$ cat src/rtl/branch_pkg.sv
// Shared types for the branch controller and the 2-bit branch history table.
package branch_pkg;

    typedef enum logic [1:0] {
        INIT  = 2'd0,
        RUN   = 2'd1,
        FLUSH = 2'd2
    } ctrl_state_t;

    // Saturating counter encoding used by each BHT entry.
    typedef enum logic [1:0] {
        SNT = 2'b00,
        WNT = 2'b01,
        WT  = 2'b10,
        ST  = 2'b11
    } bht_cnt_t;

    localparam int BR_PC_WIDTH = 32;

    typedef struct packed {
        logic [BR_PC_WIDTH-1:0] pc;
        logic [BR_PC_WIDTH-1:0] target;
        logic                   pred;
    } br_entry_t;

endpackage

$ cat src/rtl/branch_fifo.sv
// Circular queue of in-flight predicted branches, oldest at the head.
module branch_fifo
    import branch_pkg::*;
#(
    parameter int  DEPTH = 4,
    parameter type T     = br_entry_t,
    localparam int CW    = $clog2(DEPTH) + 1
) (
    input  logic          clk,
    input  logic          rst,
    input  logic          push_i,
    input  T              push_data_i,
    input  logic          pop_i,
    input  logic          clear_i,
    output T              head_o,
    output logic [CW-1:0] count_o
);

    localparam int PW = $clog2(DEPTH);

    T              mem_q [DEPTH];
    logic [PW-1:0] head_q;
    logic [PW-1:0] tail_q;
    logic [CW-1:0] count_q;

    // DEPTH is a power of two, so pointer overflow is the wrap.
    always_ff @(posedge clk or posedge rst) begin
        if (rst) begin
            head_q  <= '0;
            tail_q  <= '0;
            count_q <= '0;
        end else if (clear_i) begin
            head_q  <= '0;
            tail_q  <= '0;
            count_q <= '0;
        end else begin
            if (push_i) tail_q <= tail_q + PW'(1);
            if (pop_i)  head_q <= head_q + PW'(1);
            case ({push_i, pop_i})
                2'b10:   count_q <= count_q + CW'(1);
                2'b01:   count_q <= count_q - CW'(1);
                default: count_q <= count_q;
            endcase
        end
    end

    always_ff @(posedge clk) begin
        if (push_i && !clear_i) mem_q[tail_q] <= push_data_i;
    end

    assign head_o  = mem_q[head_q];
    assign count_o = count_q;

endmodule

$ cat src/rtl/branch_ctrl.sv
// BHT sequencing controller: table clear after reset, in-order branch
// resolution, BHT update strobes and mispredict flush/redirect.
module branch_ctrl
    import branch_pkg::*;
#(
    parameter int PC_WIDTH  = 32,
    parameter int IDX_WIDTH = 8,
    parameter int DEPTH     = 4
) (
    input  logic                 clk,
    input  logic                 rst,
    input  logic                 f_valid,
    input  logic [PC_WIDTH-1:0]  f_pc,
    input  logic [PC_WIDTH-1:0]  f_target,
    input  logic                 f_pred,
    output logic                 f_ready,
    input  logic                 ex_valid,
    input  logic                 ex_taken,
    input  logic [PC_WIDTH-1:0]  ex_target,
    output logic                 flush,
    output logic [PC_WIDTH-1:0]  redirect_pc,
    output logic                 bht_we,
    output logic                 bht_clr,
    output logic [IDX_WIDTH-1:0] bht_idx,
    output logic                 bht_taken,
    output logic                 init_busy,
    output logic                 err_underflow,
    output ctrl_state_t          dbg_state
);

    localparam int                   CW       = $clog2(DEPTH) + 1;
    localparam logic [CW-1:0]        DEPTH_C  = CW'(DEPTH);
    localparam logic [IDX_WIDTH-1:0] LAST_IDX = '1;

    typedef struct packed {
        logic [PC_WIDTH-1:0] pc;
        logic [PC_WIDTH-1:0] target;
        logic                pred;
    } entry_t;

    ctrl_state_t          state_q, state_d;
    logic [IDX_WIDTH-1:0] init_cnt_q, init_cnt_d;
    logic                 bht_clr_q, bht_clr_d;
    logic [IDX_WIDTH-1:0] bht_idx_q, bht_idx_d;
    logic                 init_busy_q, init_busy_d;
    logic                 bht_we_q, bht_we_d;
    logic                 bht_taken_q, bht_taken_d;
    logic                 flush_q, flush_d;
    logic [PC_WIDTH-1:0]  redirect_q, redirect_d;
    logic                 err_q, err_d;

    entry_t        head;
    entry_t        push_data;
    logic [CW-1:0] count;
    logic          pop;
    logic          mispredict;
    logic          fifo_push;
    logic          fifo_clear;

    assign push_data = '{pc: f_pc, target: f_target, pred: f_pred};
    assign f_ready   = (state_q == RUN) && (count < DEPTH_C);

    branch_fifo #(
        .DEPTH (DEPTH),
        .T     (entry_t)
    ) u_fifo (
        .clk         (clk),
        .rst         (rst),
        .push_i      (fifo_push),
        .push_data_i (push_data),
        .pop_i       (pop && !mispredict),
        .clear_i     (fifo_clear),
        .head_o      (head),
        .count_o     (count)
    );

    always_comb begin
        state_d     = state_q;
        init_cnt_d  = init_cnt_q;
        bht_clr_d   = 1'b0;
        bht_idx_d   = bht_idx_q;
        init_busy_d = 1'b0;
        bht_we_d    = 1'b0;
        bht_taken_d = 1'b0;
        flush_d     = 1'b0;
        redirect_d  = redirect_q;
        err_d       = 1'b0;
        pop         = 1'b0;
        mispredict  = 1'b0;
        fifo_push   = 1'b0;
        fifo_clear  = 1'b0;

        case (state_q)
            INIT: begin
                if (init_cnt_q == LAST_IDX) begin
                    state_d = RUN;
                end else begin
                    bht_clr_d   = 1'b1;
                    init_busy_d = 1'b1;
                    init_cnt_d  = init_cnt_q + IDX_WIDTH'(1);
                    bht_idx_d   = init_cnt_q + IDX_WIDTH'(1);
                end
            end
            RUN: begin
                fifo_push = f_valid && f_ready;
                if (ex_valid) begin
                    if (count != '0) begin
                        pop         = 1'b1;
                        bht_we_d    = 1'b1;
                        bht_idx_d   = head.pc[IDX_WIDTH+1:2];
                        bht_taken_d = ex_taken;
                        mispredict  = (ex_taken != head.pred) ||
                                      (ex_taken && head.pred && (ex_target != head.target));
                        // Everything younger than the mispredicted branch is wrong-path.
                        if (mispredict) begin
                            flush_d    = 1'b1;
                            redirect_d = ex_taken ? ex_target : head.pc + PC_WIDTH'(4);
                            fifo_clear = 1'b1;
                            fifo_push  = 1'b0;
                            state_d    = FLUSH;
                        end
                    end else begin
                        err_d = 1'b1;
                    end
                end
            end
            FLUSH: begin
                state_d = RUN;
            end
            default: begin
                state_d = INIT;
            end
        endcase
    end

    always_ff @(posedge clk or posedge rst) begin
        if (rst) begin
            state_q     <= INIT;
            init_cnt_q  <= '0;
            bht_clr_q   <= 1'b1;
            bht_idx_q   <= '0;
            init_busy_q <= 1'b1;
            bht_we_q    <= 1'b0;
            bht_taken_q <= 1'b0;
            flush_q     <= 1'b0;
            redirect_q  <= '0;
            err_q       <= 1'b0;
        end else begin
            state_q     <= state_d;
            init_cnt_q  <= init_cnt_d;
            bht_clr_q   <= bht_clr_d;
            bht_idx_q   <= bht_idx_d;
            init_busy_q <= init_busy_d;
            bht_we_q    <= bht_we_d;
            bht_taken_q <= bht_taken_d;
            flush_q     <= flush_d;
            redirect_q  <= redirect_d;
            err_q       <= err_d;
        end
    end

    assign flush         = flush_q;
    assign redirect_pc   = redirect_q;
    assign bht_we        = bht_we_q;
    assign bht_clr       = bht_clr_q;
    assign bht_idx       = bht_idx_q;
    assign bht_taken     = bht_taken_q;
    assign init_busy     = init_busy_q;
    assign err_underflow = err_q;
    assign dbg_state     = state_q;

endmodule

$ cat config.mk
export PLATFORM = sky130hd
export DESIGN_NAME = branch_ctrl
export DESIGN_NICKNAME = d
export VERILOG_FILES = /design/src/rtl/branch_pkg.sv /design/src/rtl/branch_fifo.sv /design/src/rtl/branch_ctrl.sv
export SDC_FILE = /design/constraint.sdc
export NUM_CORES = 1
export LEC_CHECK = 0
export ABC_CLOCK_PERIOD_IN_PS = 4850
export CAP_MARGIN = 10
export CORE_MARGIN = 1.5
export CORE_UTILIZATION = 51
export CTS_CLUSTER_SIZE = 8
export DETAILED_ROUTE_END_ITERATION = 6
export PLACE_DENSITY = 0.76
export SYNTH_ARGS = -nofsm -noshare
export SYNTH_HDL_FRONTEND = slang
export SYNTH_SLANG_ARGS = --single-unit
$ cat constraint.sdc
create_clock -name clk -period 4.85 [get_ports clk]
set_clock_uncertainty 0.15 [all_clocks]
set_input_delay 0.485 -clock clk [delete_from_list [all_inputs] [get_ports clk]]
set_output_delay 0.485 -clock clk [all_outputs]
set_load 0.05 [all_outputs]
Word-level counts from Yosys, hierarchy flattened

Memories as Yosys holds them, arrays and structs flattened.
Index checks and enable logic that the tools add are counted.

Register bits: 62
RAM bits: 260
Bits of input ports: 102
Output and inout port bits: 49
Word-level logic and storage cells: 92
Memories kept: 1

Add/sub/neg operators: 6
$lt $le $gt $ge: 1
Equal/unequal tests: 12
Mux-type cells: 40
Bitwise logic cells: 1
Reductions and logical operators: 19

Memory list:

| memory       | depth | bits a word | rd ports | clocked after memory_dff | write ports | RTL line          | text |
|---|---|---|---|---|---|---|---|
| u_fifo.mem_q | 4     | 65          | 1        | 0                        | 1           | branch_fifo.sv:21 | `T mem_q [DEPTH];` |

Operators by type and width:

| cell                    | number |
|---|---|
| $add A32 B3 Y32 const B | 1 |
| $mux W32                | 1 |
| $ne A32 B32 Y1          | 1 |
| $mux W1                 | 24 |
| $mux W8                 | 3 |
| $mux W2                 | 8 |
| $pmux W8 S2             | 1 |
| $reduce_and A4 Y1       | 3 |
| $add A8 B1 Y8 const B   | 1 |
| $eq A8 B8 Y1 const B    | 1 |
| $logic_and A1 B1 Y1     | 6 |
| $ne A2 B2 Y1 const B    | 3 |
| $pmux W2 S3             | 1 |
| $pmux W3 S2             | 1 |
| $reduce_bool A2 Y1      | 3 |
| $reduce_bool A3 Y1      | 2 |
| $add A2 B1 Y2 const B   | 2 |
| $eq A2 B1 Y1 const B    | 2 |
| $eq A2 B2 Y1 const B    | 2 |
| $ne A2 B1 Y1 const B    | 2 |
| $add A3 B1 Y3 const B   | 1 |
| $lt A3 B3 Y1 const B    | 1 |
| $mux W3                 | 1 |
| $sub A3 B1 Y3 const B   | 1 |
| other kinds (6)         | 7 |

Depth between registers and ports, before layout

Gate-level depths: netlist of the first run.
An unclocked memory read counts as a cell.

Depth in word-level cells: 12
Mapped depth: 13

Hierarchy

A second synthesis of the first run with hierarchy kept.

Cells, all modules: 743
Area, all modules: 13394.1 sq um

By module, submodules not included:

| module      | instances | cells an instance | area each (sq um) | sequential area each (sq um) |
|---|---|---|---|---|
| branch_fifo | 1         | 382               | 9844.4            | 7982.7 |
| branch_ctrl | 1         | 361               | 3549.7            | 1377.6 |

Least setup slack after synthesis of the first run

Ideal clock, no wire load.

Path kind: register -> register
From: register u_fifo.head_q[0]
To: memory u_fifo.mem_q[0][0] (netlist name), enable pin
Setup time: 430 ps
Arrival: 4096 ps
Required time: 4270 ps
Path slack: 174 ps
Cell stages (with the launch flop): 10
Period minus slack after synthesis: 4676 ps
Cell sequence: dfrtp_1 buf_6 buf_6 buf_2 buf_2 mux4_2 ha_1 clkbuf_1 o21bai_1 and3_1

Cells in the longest elaborated chain, start to end: 12

Ends and longest elaborated chain:

| what                                                         | RTL line           | text |
|---|---|---|
| start, declared                                              | branch_fifo.sv:22  | `logic [PW-1:0] head_q;` |
| start signal, assigned                                       | branch_fifo.sv:38  | `if (pop_i) head_q <= head_q + PW'(1);` |
| $mem_v2 Z4 W65 (*)                                           | --                 |  |
| $ne A32 B32 Y1 / $logic_and A1 B1 Y1 (equally long branches) | branch_ctrl.sv:113 | `(ex_taken && head.pred && (ex_target != head.target));` |
| $logic_and A1 B1 Y1                                          | branch_ctrl.sv:113 |  |
| $logic_or A1 B1 Y1 (*)                                       | branch_ctrl.sv:112 | `mispredict = (ex_taken != head.pred) \|\|` |
| $mux W1                                                      | branch_ctrl.sv:115 | `if (mispredict) begin` |
| $mux W1                                                      | branch_ctrl.sv:107 | `if (count != '0) begin` |
| $mux W1                                                      | branch_ctrl.sv:106 | `if (ex_valid) begin` |
| $mux W1                                                      | branch_ctrl.sv:93  | `case (state_q)` |
| $logic_not A1 Y1                                             | branch_fifo.sv:48  | `if (push_i && !clear_i) mem_q[tail_q] <= push_data_i;` |
| $logic_and A1 B1 Y1 (*)                                      | branch_fifo.sv:48  |  |
| $mux W1 (*)                                                  | branch_fifo.sv:48  |  |
| $mux W1 (implied by the code) (*)                            | branch_fifo.sv:48  |  |
| end, declared                                                | branch_fifo.sv:21  |  |

Every way passes the cells marked *; elsewhere a longest branch is shown, timed or not.

Worst setup path in the final report of the first run

From: register u_fifo.head_q[0]
To: memory u_fifo.mem_q[1][28] (netlist name), enable pin

The elaborated chain is that of the path after synthesis.

==> results.md, run 1 <==
- Outcome: complete, no violations
- FF+latch area: approximately 9400 µm²
- Leakage: 0.00581 µW
- Worst setup path end: u_fifo.mem_q[1][28]
- Max Slew Vio Count: 0
- Startpoint Class: flop
- Hold Fails Final Rpt: 0
- Power Density: between 300 and 400 nW/µm²
- Fill cells: 1828
- Most common cell after layout, fill and taps aside: edfxtp_1
- Fin crit period: roughly 3.9 ns
- CTS Buf Count: 46
- Asr flop ratio synth: 0.193
- CP required: about 4.9 ns
- Port Buffers: 150
- Vias: 7352
- CTS tree: built
- Diode count: 0
- FF-to-FF End: u_fifo.mem_q[1][28]
- Share of cells above drive strength 1: 0.178
- DIE AREA: between 20000 and 30000 µm²
- Syn Nets: 863
- Post-synthesis cell area: around 13000 µm²
- Largest fanout on the critical path: 25
- Worst-path clk slew: 0.05 ns
- Hold-fix buffers at CTS: 0
- Sink Count: 322
- DIE HEIGHT: 166 µm
- Critical R2R Launch: u_fifo.head_q[0]
- Cell Count, Final, Fillers Out: 1309
- Multi-input logic area: just under 4000 µm²
- Crit share post-route: 0.814
- GRT Residual Overflow: 0
- Clock root buffer: clkbuf_16
- Post-DP HPWL: 19500 µm
- Post-CTS Resized: 0
- Starting density of the core: 0.519
- Netlist cell types: 51
- # H-tree levels: 2
- Area delta synth->final: 24.2%
- Setup TNS: 0 ns
- Placed instance area: 15400 µm²
- Relative slew slack: 0.391
- Syn Area/Cell: approximately 18 µm²
- Setup Viol. Count Final: 0
- RSZ-0062 raised after global routing: false
- Die X: 166 µm
- Most frequent cells in the layout: 260 x edfxtp_1, 149 x clkdlybuf4s50_1, 59 x dfrtp_1
- Sequential share of the synthesized area: 0.694
- Global-route wire length before repair: about 45000 µm
- WS Path Type: reg2reg
- Largest net degree at the start of global routing: 63
- Post-synth top flop: edfxtp_1
- Final worst hold slack: between 0.3 and 0.4 ns
- Worst setup startpoint: u_fifo.head_q[0]
- Post-synth EDFFs: 260
- Syn Inst Count: 753
- Reg2reg path depth: 9
- CORE AREA: ~26000 µm²
- Post-route ant nets: 0
- Total Power: between 6000 and 7000 µW
- Least-Margin Pin Slew: 0.914 ns
- DRT iter0 DRCs: 518
- Flops & latches, synth: 322
- Worst path arrival time: 3.98 ns
- Number of nets in the layout: 1046
- Clk_lat worst skew: about 0.54 ns
- Gr usage total: 0.218
- Cell area after layout: roughly 17000 µm²
- Yosys warns: 0
- VDD IR-drop max: 0.318 mV
- Cell Rows: 59
- First-pass DRT Iterations: 5
- Hold crit path type: in2async
- WL per Instance: 22.4 µm
- R2R Setup Slk: between 0.9 and 1 ns
- Max cap viols: 0
- Max Clock Freq: 253 MHz
- Vias in the first global route: ~7600
- Antenna violations before repair: 0
- Total wire length: 29300 µm
- DRC viols: 0
- Post-CTS Setup Inserts: 0
- Cell count after placement: 1223
- Critical Path Sink Type: flop
- I/O Pins: around 150
- RePlAce Congestion: 0.819
- DR vias/cell: 5.62
- Max Root-Sink Buffers: 3
## worst min path at each step
stage / start / end / slack, ns
floorplan: init_cnt_q[0] / init_cnt_q[0] / 0.33
global placement: bht_idx[2] / bht_idx[2] / 0.31
detailed placement: bht_idx[4] / bht_idx[4] / 0.32
CTS: bht_idx[4] / bht_idx[4] / 0.33
global route: bht_idx[7] / bht_idx[7] / 0.35
finish: rst / u_fifo.count_o[2] / 0.32
## power by group
part | leakage (µW) | switching, µW | internal, µW | total (µW)
Clock | 0.000636 | 1130 | 1790 | 2920
Combinational | 0.00201 | 88.8 | 90.2 | 179
Sequential | 0.00316 | 0 | 2990 | 2990
## metrics by stage
stage,worst slack (ns),util
after global placement,0.964,0.593
after global routing,0.635,0.645
after detailed placement,0.891,0.593
after CTS,0.837,0.645
after floorplan,0.174,-
final,0.903,0.645
## Yosys cell counts, drive strengths merged, types with 7 or more instances
cell	count	area [µm²]
nand2	58	218
and3	11	68.8
nand3	8	40.0
mux4	65	1520
buf	20	185
xnor2	58	508
nor2	20	75.1
inv	8	30.0
xor2	14	123
dfrtp	61	1530
o21ai	44	231
edfxtp	260	7810
mux2	39	537
ha	7	87.6
clkbuf	14	52.6
nand4	14	87.6
## metal layers
| layer | global-route usage | wire (µm) | up-vias |
|---|---|---|---|
| met4 | 0.0783 | 885 | 0 |
| met1 | 0.302 | 12500 | 3687 |
| met3 | 0.0389 | 1650 | 65 |
| met2 | 0.352 | 14200 | 273 |
| met5 | 0 | 0 | - |
| li1 | - | - | 3327 |
## worst max-delay path, cell delays in order (launching register included)
cell and delay, ns:
dfrtp_4 0.61, buf_12 0.24, mux4_1 0.59, xnor2_1 0.17
nand4_1 0.13, nor4_2 0.40, a21boi_2 0.22, o21bai_1 0.40
and3_2 0.31, buf_4 0.36
## state kept, by name, indices dropped and copies added, names as in the netlist
name / count
u_fifo.mem_q: 260
redirect_pc: 32
bht_idx: 8
init_cnt_q: 8
u_fifo.count_o: 3
dbg_state: 2
u_fifo.head_q: 2
u_fifo.tail_q: 2
bht_taken: 1
bht_we: 1
err_underflow: 1
flush: 1
init_busy: 1
## cell type report
type                            instances  area share
Tap cell                              335      0.0250
Sequential cell                       322       0.559
Multi-Input combinational cell        388       0.231
Clock inverter                          4     0.00381
Inverter                                9     0.00202
Timing Repair Buffer                  169       0.103
Clock buffer                           82      0.0767
## cell families after synthesis
group,after synthesis,synth area share
xor+xnor,72,0.0467
simple gates,140,0.0509
mux,105,0.153
flops,322,0.694
buf+inv,43,0.0201
compound gates,63,0.0275
fa+ha+maj,8,0.00798
Note: power is estimated with default switching activity, not from simulation.
==> run 2: changes to the inputs <==
Settings changed: ABC_CLOCK_PERIOD_IN_PS 4850 to 4120, CORE_UTILIZATION 51 to 56, PLACE_DENSITY 0.76 to 0.79.
Clock period 4.85 ns to 4.12 ns, I/O delays scaled along.
==> run 2 against run 1 <==
Via count is 2.1% higher. Maximum frequency grew 3.8%. Flip-flop and latch count unchanged. Die area shrank 8.8%. Critical path type unchanged.
==> results.md, run 2 (synthesized netlist as in run 1, its figures left out) <==
- VDD IR-drop max: 0.328 mV
- Critical-path cell with the highest stage delay: dfrtp_4
- Antenna violations before repair: 1
- Max Root-Sink Buffers: 3
- Largest net degree at the start of global routing: 63
- Power Density: about 430 nW/µm²
- DR vias/cell: ~5.8
- Max Slew Vio Count: 0
- Hold crit path type: in2async
- DIE HEIGHT: approximately 160 µm
- Die X: 158 µm
- Worst path arrival time: about 3.8 ns
- Worst path top cell family by delay: simple AND/OR/NAND/NOR gates
- DRC viols: 0
- Post-route ant nets: 0
- CTS tree: built
- WL per Instance: 23.8 µm
- Hold Fails Final Rpt: 0
- Cell Rows: 56
- Relative slew slack: 0.577
- CTS Buf Count: between 40 and 50
- Crit path depth: 9
- DRT iter0 DRCs: 761
- Area delta synth->final: 24.6%
- WS Path Type: reg2reg
- I/O Pins: 151
- Post-CTS Resized: 0
- Outcome: complete, no violations
- Most frequent cells in the layout: 260 x edfxtp_1, 149 x clkdlybuf4s50_1, 59 x dfrtp_1
- Top reg by flops: u_fifo.mem_q
- Clk_lat worst skew: about 0.56 ns
- RePlAce Congestion: ~0.84
- Least-Margin Pin Slew: 0.635 ns
- Post-DP HPWL: between 15000 and 20000 µm
- Max cap viols: 0
- DIE AREA: 25000 µm²
- Fin crit period: 3.80 ns
- First-pass DRT Iterations: 5
- Leakage: slightly below 0.006 µW
- Sink Count: 322
- Post-CTS Setup Inserts: 0
- Critical Path Sink Type: flop
- Share of cells above drive strength 1: 0.182
- CORE AREA: 23500 µm²
- Global-route wire length before repair: 46200 µm
- Worst-path clk slew: 0.05 ns
- Hold-fix buffers at CTS: 0
- Vias: about 7500
- CP required: 4.16 ns
- Setup TNS: 0 ns
- Max Clock Freq: 263 MHz
- Number of nets in the layout: 1051
- Setup Viol. Count Final: 0
- Crit-path cells: buf_4, mux4_1, xnor2_1, nand4_1, nor4_2, a21boi_2, o21bai_1, and3_2, buf_4
- Largest register FFs: 260
- Startpoint Class: flop
- Total wire length: 30900 µm
- RSZ-0062 raised after global routing: false
- Crit-path max cell delay: 0.60 ns
- Gr usage total: 0.255
- Reg2reg path depth: 9
- Starting density of the core: 0.573
- Clock root buffer: clkbuf_16
- WP buf/inv: 2
- Port Buffers: 150
- GRT Residual Overflow: 0
- Largest fanout on the critical path: 21
- Final worst hold slack: between 0.03 and 0.04 ns
- Most used cell, CP: buf_4
- Vias in the first global route: 7778
- Crit share post-route: 0.923
- Most common cell after layout, fill and taps aside: edfxtp_1
- # H-tree levels: 2
## run 2: final timing paths
path | startpoint | endpoint | slack [ns]
worst min register to register | bht_idx[5] | bht_idx[5] | 0.33
worst min-delay path | rst | redirect_pc[28] | 0.04
worst max-delay path | u_fifo.head_q[0] | u_fifo.mem_q[3][62] | 0.32
min in group clk | bht_idx[5] | bht_idx[5] | 0.33
max in group asynchronous | rst | flush | 2.96
worst max register to register | u_fifo.head_q[0] | u_fifo.mem_q[3][62] | 0.32
## run 2: power by group
group	switching, µW	total [µW]	internal (µW)
logic	109	217	108
registers	0	3520	3520
clock network	1360	3480	2120
## run 2: metal layers
metal,share of wire,wire length [µm],GRT usage
met1,0.40,12500,0.341
met5,0,0,0
met3,0.069,2120,0.0493
met4,0.019,582,0.0761
met2,0.51,15700,0.430
## run 2: final cells by class
cell class	instances	area, µm²
fill	1508	6740
clock inverter	4	78.8
timing repair buffer	174	1780
sequential	322	9370
antenna	1	2.50
multi-input combinational	388	3860
clock buffer	82	1290
inverter	9	33.8
tap	319	399
## run 2: through the flow
step / worst slack (ns) / total power [µW] / util / area (µm²) / instances
final: 0.318 / 7220 / 0.714 / 16800 / 1299
after global placement: 0.443 / 3790 / 0.655 / 15400 / 1211
after detailed placement: 0.375 / 3800 / 0.655 / 15400 / 1211
after global routing: 0.0775 / 7410 / 0.714 / 16800 / 1298
after CTS: 0.288 / 7260 / 0.713 / 16800 / 1297
after floorplan: 0.170 / 3630 / - / 13500 / 753
